**config.mk**
```make
export PLATFORM = sky130hd
export DESIGN_NAME = bitslam_bus_arb
export DESIGN_NICKNAME = d
export VERILOG_FILES = /design/src/rtl/bitslam_bus_arb.sv
export SDC_FILE = /design/constraint.sdc
export NUM_CORES = 1
export LEC_CHECK = 0
export ABC_CLOCK_PERIOD_IN_PS = 1700
export CORE_MARGIN = 2
export CORE_UTILIZATION = 41
export CTS_CLUSTER_DIAMETER = 60
export DETAILED_ROUTE_END_ITERATION = 7
export GPL_ROUTABILITY_DRIVEN = 0
export PLACE_DENSITY_LB_ADDON = 0.08
export SLEW_MARGIN = 20
export SYNTH_ARGS = -nofsm -noshare
export SYNTH_HDL_FRONTEND = slang
export SYNTH_SLANG_ARGS = --single-unit
```
**constraint.sdc**
```tcl
create_clock -name clk -period 1.7 [get_ports clk]
set_input_delay 0.255 -clock clk [delete_from_list [all_inputs] [get_ports clk]]
set_output_delay 0.255 -clock clk [all_outputs]
set_load 0.01 [all_outputs]
```
**src/rtl/bitslam_bus_arb.sv**
```systemverilog
// ---------------------------------------------------------------------------
// bitslam_bus_arb
//
// Round-robin arbiter that lets NREQ requesters share the synth configuration
// bus. The bus is a 6-bit addr_data value plus a select line. Every write
// takes two phases: first the address (bus_sel=0), then the data (bus_sel=1).
// Each write is acknowledged with a one-cycle pulse on that requester's ack bit.
//
// Optional feature (macro BITSLAM_ADDR_CACHE_EN):
//   A write to the address that was written last skips the address phase.
//   The downstream latch already holds that address.
//
// Parameters:
//   NREQ      number of requesters, 2..8 (default 4)
//
// Ports:
//   clk       clock, rising edge
//   rst       asynchronous active-high reset
//   req       per-requester write request level, held until ack
//   req_addr  requester i register address in bits [6i+5:6i]
//   req_data  requester i write data in bits [6i+5:6i]
//   ack       one-cycle completion pulse, one-hot
//   bus_sel   0 = address phase, 1 = data phase
//   bus_val   value driven onto the synth addr_data bus
//   busy      high whenever a transaction is in flight
// ---------------------------------------------------------------------------
module bitslam_bus_arb #(
  parameter int NREQ = 4
) (
  input  logic              clk,
  input  logic              rst,
  input  logic [NREQ-1:0]   req,
  input  logic [6*NREQ-1:0] req_addr,
  input  logic [6*NREQ-1:0] req_data,
  output logic [NREQ-1:0]   ack,
  output logic              bus_sel,
  output logic [5:0]        bus_val,
  output logic              busy
);

  localparam int             PW     = (NREQ > 1) ? $clog2(NREQ) : 1;
  localparam logic [PW:0]    NREQ_W = (PW+1)'(NREQ);
  localparam logic [PW-1:0]  LAST   = PW'(NREQ - 1);

  typedef enum logic [1:0] {IDLE, ADDR, DATA} state_t;

  state_t          state, state_nxt;
  logic [PW-1:0]   grant, grant_nxt;
  logic [PW-1:0]   rr_ptr, rr_ptr_nxt;
  logic [5:0]      lat_addr, lat_addr_nxt;
  logic [5:0]      lat_data, lat_data_nxt;
  logic [5:0]      last_addr, last_addr_nxt;
  logic [NREQ-1:0] ack_nxt;
  logic            bus_sel_nxt;
  logic [5:0]      bus_val_nxt;
  logic            busy_nxt;
`ifdef BITSLAM_ADDR_CACHE_EN
  logic            cache_valid, cache_valid_nxt;
`endif

  logic [5:0]      addr_arr [NREQ];
  logic [5:0]      data_arr [NREQ];
  logic            found;
  logic [PW-1:0]   pick;
  logic [PW:0]     sum;

  // Split the flat address/data buses into per-requester fields.
  // Requester i can then be selected by index.
  always_comb begin
    for (int i = 0; i < NREQ; i++) begin
      addr_arr[i] = req_addr[6*i +: 6];
      data_arr[i] = req_data[6*i +: 6];
    end
  end

  // Round-robin search: scan from rr_ptr upward, wrapping at NREQ-1.
  // The first asserted request found wins. The sum is one bit wider
  // than the pointer, so the wrap can be detected before it is folded back.
  always_comb begin
    found = 1'b0;
    pick  = '0;
    sum   = '0;
    for (int i = 0; i < NREQ; i++) begin
      sum = {1'b0, rr_ptr} + (PW+1)'(i);
      if (sum >= NREQ_W) sum = sum - NREQ_W;
      if (!found && req[sum[PW-1:0]]) begin
        found = 1'b1;
        pick  = sum[PW-1:0];
      end
    end
  end

  // Next-state logic and next output values.
  // The outputs are computed from the state being entered, and then
  // registered. So the bus always reflects the current state, and no
  // input reaches an output combinationally.
  always_comb begin
    state_nxt     = state;
    grant_nxt     = grant;
    rr_ptr_nxt    = rr_ptr;
    lat_addr_nxt  = lat_addr;
    lat_data_nxt  = lat_data;
    last_addr_nxt = last_addr;
`ifdef BITSLAM_ADDR_CACHE_EN
    cache_valid_nxt = cache_valid;
`endif

    case (state)
      IDLE: begin
        if (found) begin
          grant_nxt    = pick;
          lat_addr_nxt = addr_arr[pick];
          lat_data_nxt = data_arr[pick];
          state_nxt    = ADDR;
`ifdef BITSLAM_ADDR_CACHE_EN
          if (cache_valid && (addr_arr[pick] == last_addr)) state_nxt = DATA;
`endif
        end
      end
      ADDR: state_nxt = DATA;
      DATA: begin
        state_nxt     = IDLE;
        last_addr_nxt = lat_addr;
        rr_ptr_nxt    = (grant == LAST) ? '0 : grant + 1'b1;
`ifdef BITSLAM_ADDR_CACHE_EN
        cache_valid_nxt = 1'b1;
`endif
      end
      default: state_nxt = IDLE;
    endcase

    ack_nxt     = '0;
    bus_sel_nxt = 1'b0;
    bus_val_nxt = last_addr_nxt;
    busy_nxt    = (state_nxt != IDLE);
    case (state_nxt)
      ADDR: bus_val_nxt = lat_addr_nxt;
      DATA: begin
        bus_sel_nxt        = 1'b1;
        bus_val_nxt        = lat_data_nxt;
        ack_nxt[grant_nxt] = 1'b1;
      end
      default: ;
    endcase
  end

  // State and output registers.
  // Reset aborts any transaction in flight without issuing an ack.
  always_ff @(posedge clk or posedge rst) begin
    if (rst) begin
      state     <= IDLE;
      grant     <= '0;
      rr_ptr    <= '0;
      lat_addr  <= '0;
      lat_data  <= '0;
      last_addr <= '0;
      ack       <= '0;
      bus_sel   <= 1'b0;
      bus_val   <= '0;
      busy      <= 1'b0;
`ifdef BITSLAM_ADDR_CACHE_EN
      cache_valid <= 1'b0;
`endif
    end else begin
      state     <= state_nxt;
      grant     <= grant_nxt;
      rr_ptr    <= rr_ptr_nxt;
      lat_addr  <= lat_addr_nxt;
      lat_data  <= lat_data_nxt;
      last_addr <= last_addr_nxt;
      ack       <= ack_nxt;
      bus_sel   <= bus_sel_nxt;
      bus_val   <= bus_val_nxt;
      busy      <= busy_nxt;
`ifdef BITSLAM_ADDR_CACHE_EN
      cache_valid <= cache_valid_nxt;
`endif
    end
  end

endmodule
```
==> results of run 1 <==
[cell families after synthesis]
kind of cell,share of synthesized area (%)
flops,45.10
buf+inv,6.378
compound gates,12.89
fa+ha+maj,0.6442
simple gates,12.37
mux,22.62
[what timing repair did]
item                       in CTS  in global routing
cloned                          1                  0
setup buffers                   6                  0
resized for setup              14                  8
pin swaps                       1                  2
setup endpoints to repair      21                 21
[worst min-delay path: stages]
cell and delay [ns]:
clkdlybuf4s50_1 0.40, inv_1 0.05, buf_4 0.39
[Yosys cell counts, types with 2 or more instances]
cell type,n,area share (%)
nand2_1,29,5.6
a21oi_1,4,1.0
inv_1,4,0.77
nor2b_1,2,0.64
nand3_1,7,1.8
dfrtp_1,35,45
buf_6,2,1.2
mux2_2,7,4.1
o221ai_1,18,8.1
buf_2,5,1.3
nor4_1,5,1.6
nor2_1,2,0.39
mux2i_1,36,19
[report_power, final]
part	internal, mW	leakage (nW)	total, mW	switching [mW]
logic	1.51	0.846	2.82	1.31
clock network	0.474	0.0612	0.783	0.308
registers	1.24	0.433	1.49	0.253
[cells in the final DEF (no fill, tap or decap), types with 2 or more instances in the layout]
master	synthesis	final
a21oi_1	4	3
dlymetal6s2s_1	0	2
clkdlybuf4s50_1	0	61
o221ai_1	18	17
nand3_1	7	7
buf_6	2	3
nand2_1	29	29
nor2b_1	2	2
mux2i_4	0	3
nor2_1	2	2
buf_4	1	13
buf_12	1	5
clkbuf_8	0	6
dlygate4sd2_1	0	2
nor4_1	5	4
dfrtp_1	35	35
mux2i_1	36	29
inv_1	4	4
mux2i_2	0	4
mux2_2	7	7
[final cells by class]
class / count / area share [%]
Timing Repair Buffer: 86 / 29.59
Inverter: 6 / 0.8372
Clock inverter: 2 / 1.172
Clock buffer: 6 / 2.763
Sequential cell: 35 / 29.30
Tap cell: 54 / 2.260
Multi-Input combinational cell: 122 / 34.07
[flip-flops by register name, summed over array words and instances, names as in the netlist]
name,cells
state,1
grant,2
lat_data,6
last_addr,6
rr_ptr,2
busy,1
bus_val,6
bus_sel,1
lat_addr,6
ack,4
[metal layers]
| metal | up-vias | global-route usage [%] | share of wire, % |
|---|---|---|---|
| li1 | 808 | - | - |
| met1 | 814 | 26.73 | 42 |
| met2 | 62 | 34.95 | 53 |
| met3 | 6 | 4.006 | 4.1 |
| met4 | 0 | 6.379 | 1.1 |
| met5 | - | 0 | 0 |
[worst max-delay path by stage]
stage / slack, ns / from / to
after global routing: -0.09 / rr_ptr[0] / bus_val[1]
final: -0.04 / rr_ptr[0] / bus_val[2]
after detailed placement: -0.43 / req[2] / ack[0]
after CTS: -0.01 / rr_ptr[0] / lat_data[1]
after global placement: -0.33 / req[2] / ack[2]
after floorplan: 0.07 / rr_ptr[0] / bus_val[0]
==> impl_metrics.yaml, run 1 <==
setup_path:
  path_delay_family: "compound AO/OA/AOI/OAI gates"
  cp-start-kind: "flop"
  r2r_end: "bus_val[2]"
  r2r-start: "rr_ptr[0]"
  cp_slowest_stage_delay_ns: 0.41
  critPathArrivalTime_ns: 1.88
  cp_cell_sequence: "nand2b_4 -> a21boi_4 -> o221ai_4 -> buf_12 -> mux2i_1 -> o221ai_1"
  critPathMaxFanout: 10
  crit_required_ns: 1.84
  r2r_cells: 6
  cp.buffers_inverters: 1
  critPathCaptureType: "flop"
  crit_cells: 6
  cpMaxStageDelayCell: "dfrtp_1"
  r2r_setup_slack_ns: -0.04
  worstSetupPathType: "flop to flop"
finish:
  fill_cells: 367
  drive_gt1_share_pct: 21.40
  regArea_um2: 875.8
  syn_to_final_growth_pct: 53.93
  utilization_pct: 64.57
  multi_input_area_um2: 1018
  instances_no_fill: 311
  final_area_um2: 2989
  insertedDiodeCount: 0
  nNetsFinal: 311
synth:
  synth.yosys.warnings: 0
  ys_seq_area_share_pct: 45.10
  synth_edf_count: 0
  synth_area_um2: 1942
  postSynthAreaPerCell_um2: 11.10
  synth_seq_cells: 35
  syn_inst: 175
  syn_nets: 230
  async_reset_ff_share_pct: 100.0
  synth_cell_types: 32
  synth-main-ff-cell: "dfrtp_1"
place:
  numPortBuffers: 65
  placed_area_um2: 2736
  place_inst: 297
  pre_cts_slack_ns: -0.4269
  dp_hpwl_um: 3458
power_and_ir_drop:
  power_density_nw_per_um2: 1703
  ir_drop_mv: 0.6946
  power_leakage_nw: 1.339
  total_power_mw: 5.092
detailed_routing:
  routed_wl_um: 4945
  drt_iter0_markers: 101
  vias: 1690
  drc: 0
  drt_first_pass_iters: 4
  ant_nets: 0
  viasPerCell: 5.434
  wl_per_cell_um: 15.90
timing:
  slew_headroom_pct: 69.06
  fin_skew_ns: 0.007740
  setup_tns_ns: -0.07184
  max_freq_mhz: 575.1
  hold_viol_final: 0
  max_slew.worst_pin.slew_ns: 0.4640
  post-route-period-util_pct: 102.3
  hold-worst-slack_ns: 0.3645
  min_period_ns: 1.739
  postLayoutSetupSlackWorst_ns: -0.03868
  rsz0062_at_grt: "yes"
  setup_viol: 3
  slew_viol_final: 0
cts:
  cts_buffers: 5
  clk_pin_slew_ns: 0.08
  clock-sinks: 35
  hold_buffers: 0
  cts_tree: "yes"
  cts_buffer_depth: 2
  h-tree-depth: 2
  clockRootBuffer: "clkbuf_8"
  clk_latency_ns: 0.29
global_route:
  antenna_found_initial: 0
  overflow: 0
  grtUsageTotal_pct: 20.65
  first_global_vias: 1789
  grt_pass1_wl_um: 8411
  grt_max_degree: 36
floorplan:
  core_area_um2: 4629
  die_y_um: 72.82
  initial_core_util_pct: 41.95
  die_width_um: 72.82
  dieArea_um2: 5303
  row_count: 25
  ios: 66
outcome:
  violations: "negative setup slack"
  status: "finished with violations"
job:
  cap_violations: 0
hold_path:
  min-delay-path-class: "primary input to async pin"
(Power assumes the default switching activity.)
==> run 2, diff against run 1 <==
CELL_PAD_IN_SITES_DETAIL_PLACEMENT = 1   (was unset)
CELL_PAD_IN_SITES_GLOBAL_PLACEMENT = 1   (was unset)
CORE_UTILIZATION = 31   (was 41)
HOLD_SLACK_MARGIN = 0.12   (was unset)
==> impl_metrics.yaml, run 2 (same netlist as run 1, synthesis figures left out) <==
outcome:
  status: "finished with violations"
  violations: "negative setup slack"
finish:
  syn_to_final_growth_pct: 63.34
  utilization_pct: 52.94
  nNetsFinal: 314
  insertedDiodeCount: 0
  drive_gt1_share_pct: 25.77
  layout_common_cells: "clkdlybuf4s50_1, dfrtp_1, nand2_1, mux2i_1, o221ai_1"
  final_area_um2: 3172
  final_common_cell: "clkdlybuf4s50_1"
  instances_no_fill: 335
global_route:
  overflow: 0
  grt_pass1_wl_um: 9577
  antenna_found_initial: 0
  grtUsageTotal_pct: 17.17
  first_global_vias: 1938
  grt_max_degree: 36
timing:
  rsz0062_at_grt: "yes"
  hold_viol_final: 0
  post-route-period-util_pct: 103.1
  setup_tns_ns: -0.4443
  max_freq_mhz: 570.5
  slew_viol_final: 0
  fin_skew_ns: 0.005061
  postLayoutSetupSlackWorst_ns: -0.05288
  min_period_ns: 1.753
  hold-worst-slack_ns: 0.3787
  max_slew.worst_pin.slew_ns: 0.4733
  slew_headroom_pct: 68.45
  setup_viol: 15
detailed_routing:
  vias: 1706
  drc: 0
  drt_iter0_markers: 43
  viasPerCell: 5.093
  drt_first_pass_iters: 4
  wl_per_cell_um: 17.19
  ant_nets: 0
  routed_wl_um: 5759
power_and_ir_drop:
  swShare_pct: 37.93
  power_density_nw_per_um2: 1690
  power_leakage_nw: 1.330
  clkPwrFrac_pct: 12.7
  p_int_mw: 3.327
  combinationalPowerShare_pct: 59.6
  ir_drop_mv: 0.5766
  seqPwrFrac_pct: 27.7
  p_sw_mw: 2.033
setup_path:
  crit_required_ns: 1.85
  r2r-start: "rr_ptr[0]"
  r2r_end: "bus_val[5]"
  r2r_setup_slack_ns: -0.05
  cp-start-kind: "flop"
  r2r_cells: 7
  critPathMaxFanout: 7
  critPathCapture: "bus_val[5]"
  critPathArrivalTime_ns: 1.90
  cp-startpoint: "rr_ptr[0]"
  worstSetupPathType: "flop to flop"
  critPathCaptureType: "flop"
cts:
  clock-sinks: 35
  clk_latency_ns: 0.29
  cts_buffers: 5
  cts_buffer_depth: 2
  cts_tree: "yes"
  clockRootBuffer: "clkbuf_8"
  h-tree-depth: 2
  clk_pin_slew_ns: 0.07
floorplan:
  die_y_um: 83.15
  core_area_um2: 5991
  dieArea_um2: 6913
  initial_core_util_pct: 32.41
  ios: 66
  row_count: 28
  die_width_um: 83.15
place:
  placed_area_um2: 2793
  place_inst: 322
  dp_hpwl_um: 4148
  numPortBuffers: 65
job:
  cap_violations: 0
hold_path:
  min-delay-path-class: "primary input to async pin"
-- run 2: worst min-delay path by stage --
stage	endpoint	depth (start not counted)
finish	lat_data[5]	3
global route	lat_data[5]	3
CTS	bus_val[4]	3
detailed placement	lat_data[1]	2
global placement	lat_data[0]	2
floorplan	ack[0]	1
-- run 2: final cells by class --
class | instances | area (um^2)
tap | 75 | 93.84
multi-input combinational | 122 | 1151
inverter | 6 | 25.02
clock buffer | 8 | 100.1
fill | 630 | 2819
sequential | 35 | 875.8
timing repair buffer | 89 | 925.9
-- run 2: per-stage QoR --
stage / setup WS (ns) / power [mW]
after floorplan: 0.07158 / 3.180
after global placement: -0.3128 / 4.080
after detailed placement: -0.4161 / 4.208
after CTS: -0.04580 / 5.346
after global routing: -0.1434 / 5.714
final: -0.05288 / 5.360
-- run 2: routing by layer --
| layer | share of wire [%] | global-route usage (%) | up-vias | wire length, um |
|---|---|---|---|---|
| met5 | 0 | 0 | - | 0 |
| met1 | 43 | 21.36 | 838 | 2501 |
| met2 | 52 | 30.21 | 48 | 2977 |
| met4 | 0.92 | 4.620 | 0 | 53 |
| met3 | 3.9 | 3.479 | 5 | 227 |
| li1 | - | - | 815 | - |
-- run 2: repair_timing --
action | CTS | global route
hold buffers | 0 | 0
resized for setup | 23 | 20
buffers inserted | 5 | 0
endpoints found under the setup margin | 16 | 22
pin swaps | 9 | 6
gates cloned | 2 | 0
-- run 2: worst max-delay path, stage by stage, from the launching register on --
cell	delay, ns
dfrtp_1	0.41
nand2b_4	0.16
a21boi_4	0.15
o221ai_4	0.21
buf_12	0.16
buf_12	0.15
mux2i_4	0.24
o221ai_1	0.14
-- run 2: power by group through the flow --
stage | Combinational, mW | Clock, mW | Sequential (mW)
after global placement | 2.61 | 0 | 1.47
after floorplan | 1.69 | 0 | 1.49
after detailed placement | 2.70 | 0 | 1.50
after CTS | 3.16 | 0.695 | 1.49
after global routing | 3.45 | 0.723 | 1.54
final | 3.19 | 0.679 | 1.49
==> run 3, diff against run 2 <==
CORE_MARGIN = 5   (was 2)
TNS_END_PERCENT = 20   (was unset)
==> impl_metrics.yaml, run 3 (same netlist as run 1, synthesis figures left out) <==
detailed_routing:
  drt_iter0_markers: 28
  routed_wl_um: 5795
  vias: 1698
  wl_met1_um: 2447
  routed-wl-met2_um: 2937
  viasPerCell: 5.130
  ant_nets: 0
  maxUsedRoutingLayer: "met4"
  wl_per_cell_um: 17.51
  wl_met3_um: 321
  drc: 0
  drt_first_pass_iters: 4
floorplan:
  core_area_um2: 5991
  ios: 66
  row_count: 28
  initial_core_util_pct: 32.41
  die_y_um: 89.15
  dieArea_um2: 7947
  die_width_um: 89.15
setup_path:
  worstSetupPathType: "flop to flop"
  critPathMaxFanout: 8
  cp.buffers_inverters: 2
  r2r-start: "rr_ptr[0]"
  cp_common_cell: "buf_12"
  path_delay_family: "compound AO/OA/AOI/OAI gates"
  cpMaxStageDelayCell: "dfrtp_1"
  cp-startpoint: "rr_ptr[0]"
  cp_cell_sequence: "nand2b_4 -> a21boi_4 -> o221ai_4 -> buf_12 -> buf_12 -> mux2i_4 -> o221ai_2"
  crit_required_ns: 1.86
  critPathArrivalTime_ns: 1.90
  cp-start-kind: "flop"
  r2r_setup_slack_ns: -0.04
  critPathCaptureType: "flop"
  cp_slowest_stage_delay_ns: 0.43
cts:
  clk_latency_ns: 0.29
  h-tree-depth: 2
  clock-sinks: 35
  cts_tree: "yes"
  clk_pin_slew_ns: 0.08
  cts_buffers: 5
  cts_buffer_depth: 2
  hold_buffers: 0
  clockRootBuffer: "clkbuf_8"
timing:
  max_freq_mhz: 574.0
  setup_viol: 14
  setup_tns_ns: -0.3539
  post-route-period-util_pct: 102.5
  min_period_ns: 1.742
  slew_viol_final: 0
  rsz0062_at_grt: "yes"
  max_slew.worst_pin.slew_ns: 0.4633
  postLayoutSetupSlackWorst_ns: -0.04220
  fin_skew_ns: 0.005990
  slew_headroom_pct: 69.12
  hold-worst-slack_ns: 0.3704
  hold_viol_final: 0
power_and_ir_drop:
  power_density_nw_per_um2: 1655
  ir_drop_mv: 0.5312
  total_power_mw: 5.109
  power_leakage_nw: 1.317
finish:
  utilization_pct: 51.52
  insertedDiodeCount: 0
  nNetsFinal: 310
  final_common_cell: "clkdlybuf4s50_1"
  layout_common_cells: "clkdlybuf4s50_1, dfrtp_1, nand2_1, mux2i_1"
  drive_gt1_share_pct: 24.61
  syn_to_final_growth_pct: 58.96
hold_path:
  min-delay-path-class: "primary input to async pin"
outcome:
  status: "finished with violations"
  violations: "negative setup slack"
global_route:
  grt_max_degree: 36
  grtUsageTotal_pct: 15.55
  grt_pass1_wl_um: 9328
  first_global_vias: 1880
  overflow: 0
  antenna_found_initial: 0
place:
  dp_hpwl_um: 4234
  numPortBuffers: 65
job:
  cap_violations: 0
==> run 3: cell count changes in the layout (fill, tap and decap cells not counted), moves of 2 or more <==
| cell | before | now |
|---|---|---|
| clkbuf_8 | 7 | 5 |
| clkinv_2 | 0 | 3 |
| mux2i_1 | 22 | 24 |
| buf_6 | 3 | 1 |
| o221ai_2 | 3 | 5 |
| o221ai_1 | 15 | 13 |
| mux2i_4 | 12 | 10 |
==> run 3: timing repair <==
item / in CTS / in global routing
setup buffers: 2 / 1
cloned: 1 / 1
gates resized for setup: 15 / 20
endpoints found under the setup margin: 19 / 21
pin swaps: 7 / 5
==> run 3: final timing paths <==
path | to | cells after the start
worst max-delay path | lat_addr[4] | 7
worst min-delay path | lat_addr[4] | 3
worst max register to register | lat_addr[4] | 7
worst min register to register | lat_data[1] | 2
max in group asynchronous | ack[3] | 3
min in group clk | lat_data[1] | 2
==> run 3: power by group <==
part / internal (mW) / leakage [nW] / total [mW] / switching [mW]
combinational: 1.62 / 0.837 / 3.02 / 1.40
sequential: 1.24 / 0.433 / 1.49 / 0.257
clock: 0.280 / 0.0477 / 0.594 / 0.313
total: 3.13 / 1.32 / 5.11 / 1.97
==> run 3: layout make-up <==
class / count / area (um^2)
Clock buffer: 5 / 68.82
Fill cell: 652 / 2904
Tap cell: 75 / 93.84
Clock inverter: 3 / 15.01
Timing Repair Buffer: 85 / 884.6
Sequential cell: 35 / 875.8
Multi-Input combinational cell: 122 / 1124
Inverter: 6 / 25.02
==> run 3: worst register-to-register path, delay by kind of cell, from the launching register on <==
kind,cells,cell delay [ns]
buffers and inverters,2,0.32
AO/OA/AOI/OAI,3,0.44
multiplexers,1,0.27
AND/OR/NAND/NOR,1,0.16
flip-flops,1,0.43
==> run 3: stage by stage <==
| stage | setup WS, ns | instances | instance area [um^2] |
|---|---|---|---|
| 5_1_grt | -0.1063 | 331 | 3087 |
| 4_1_cts | -0.03693 | 330 | 2945 |
| 3_3_place_gp | -0.3101 | 319 | 2745 |
| 2_1_floorplan | 0.07158 | 175 | 1942 |
| 6_report | -0.04220 | 331 | 3087 |
| 3_5_place_dp | -0.3849 | 319 | 2745 |
==> run 3: routing by layer <==
| metal | up-vias | track usage [%] |
|---|---|---|
| li1 | 810 | - |
| met1 | 831 | 19.24 |
| met2 | 51 | 26.46 |
| met3 | 6 | 3.502 |
| met4 | 0 | 5.683 |
| met5 | - | 0 |
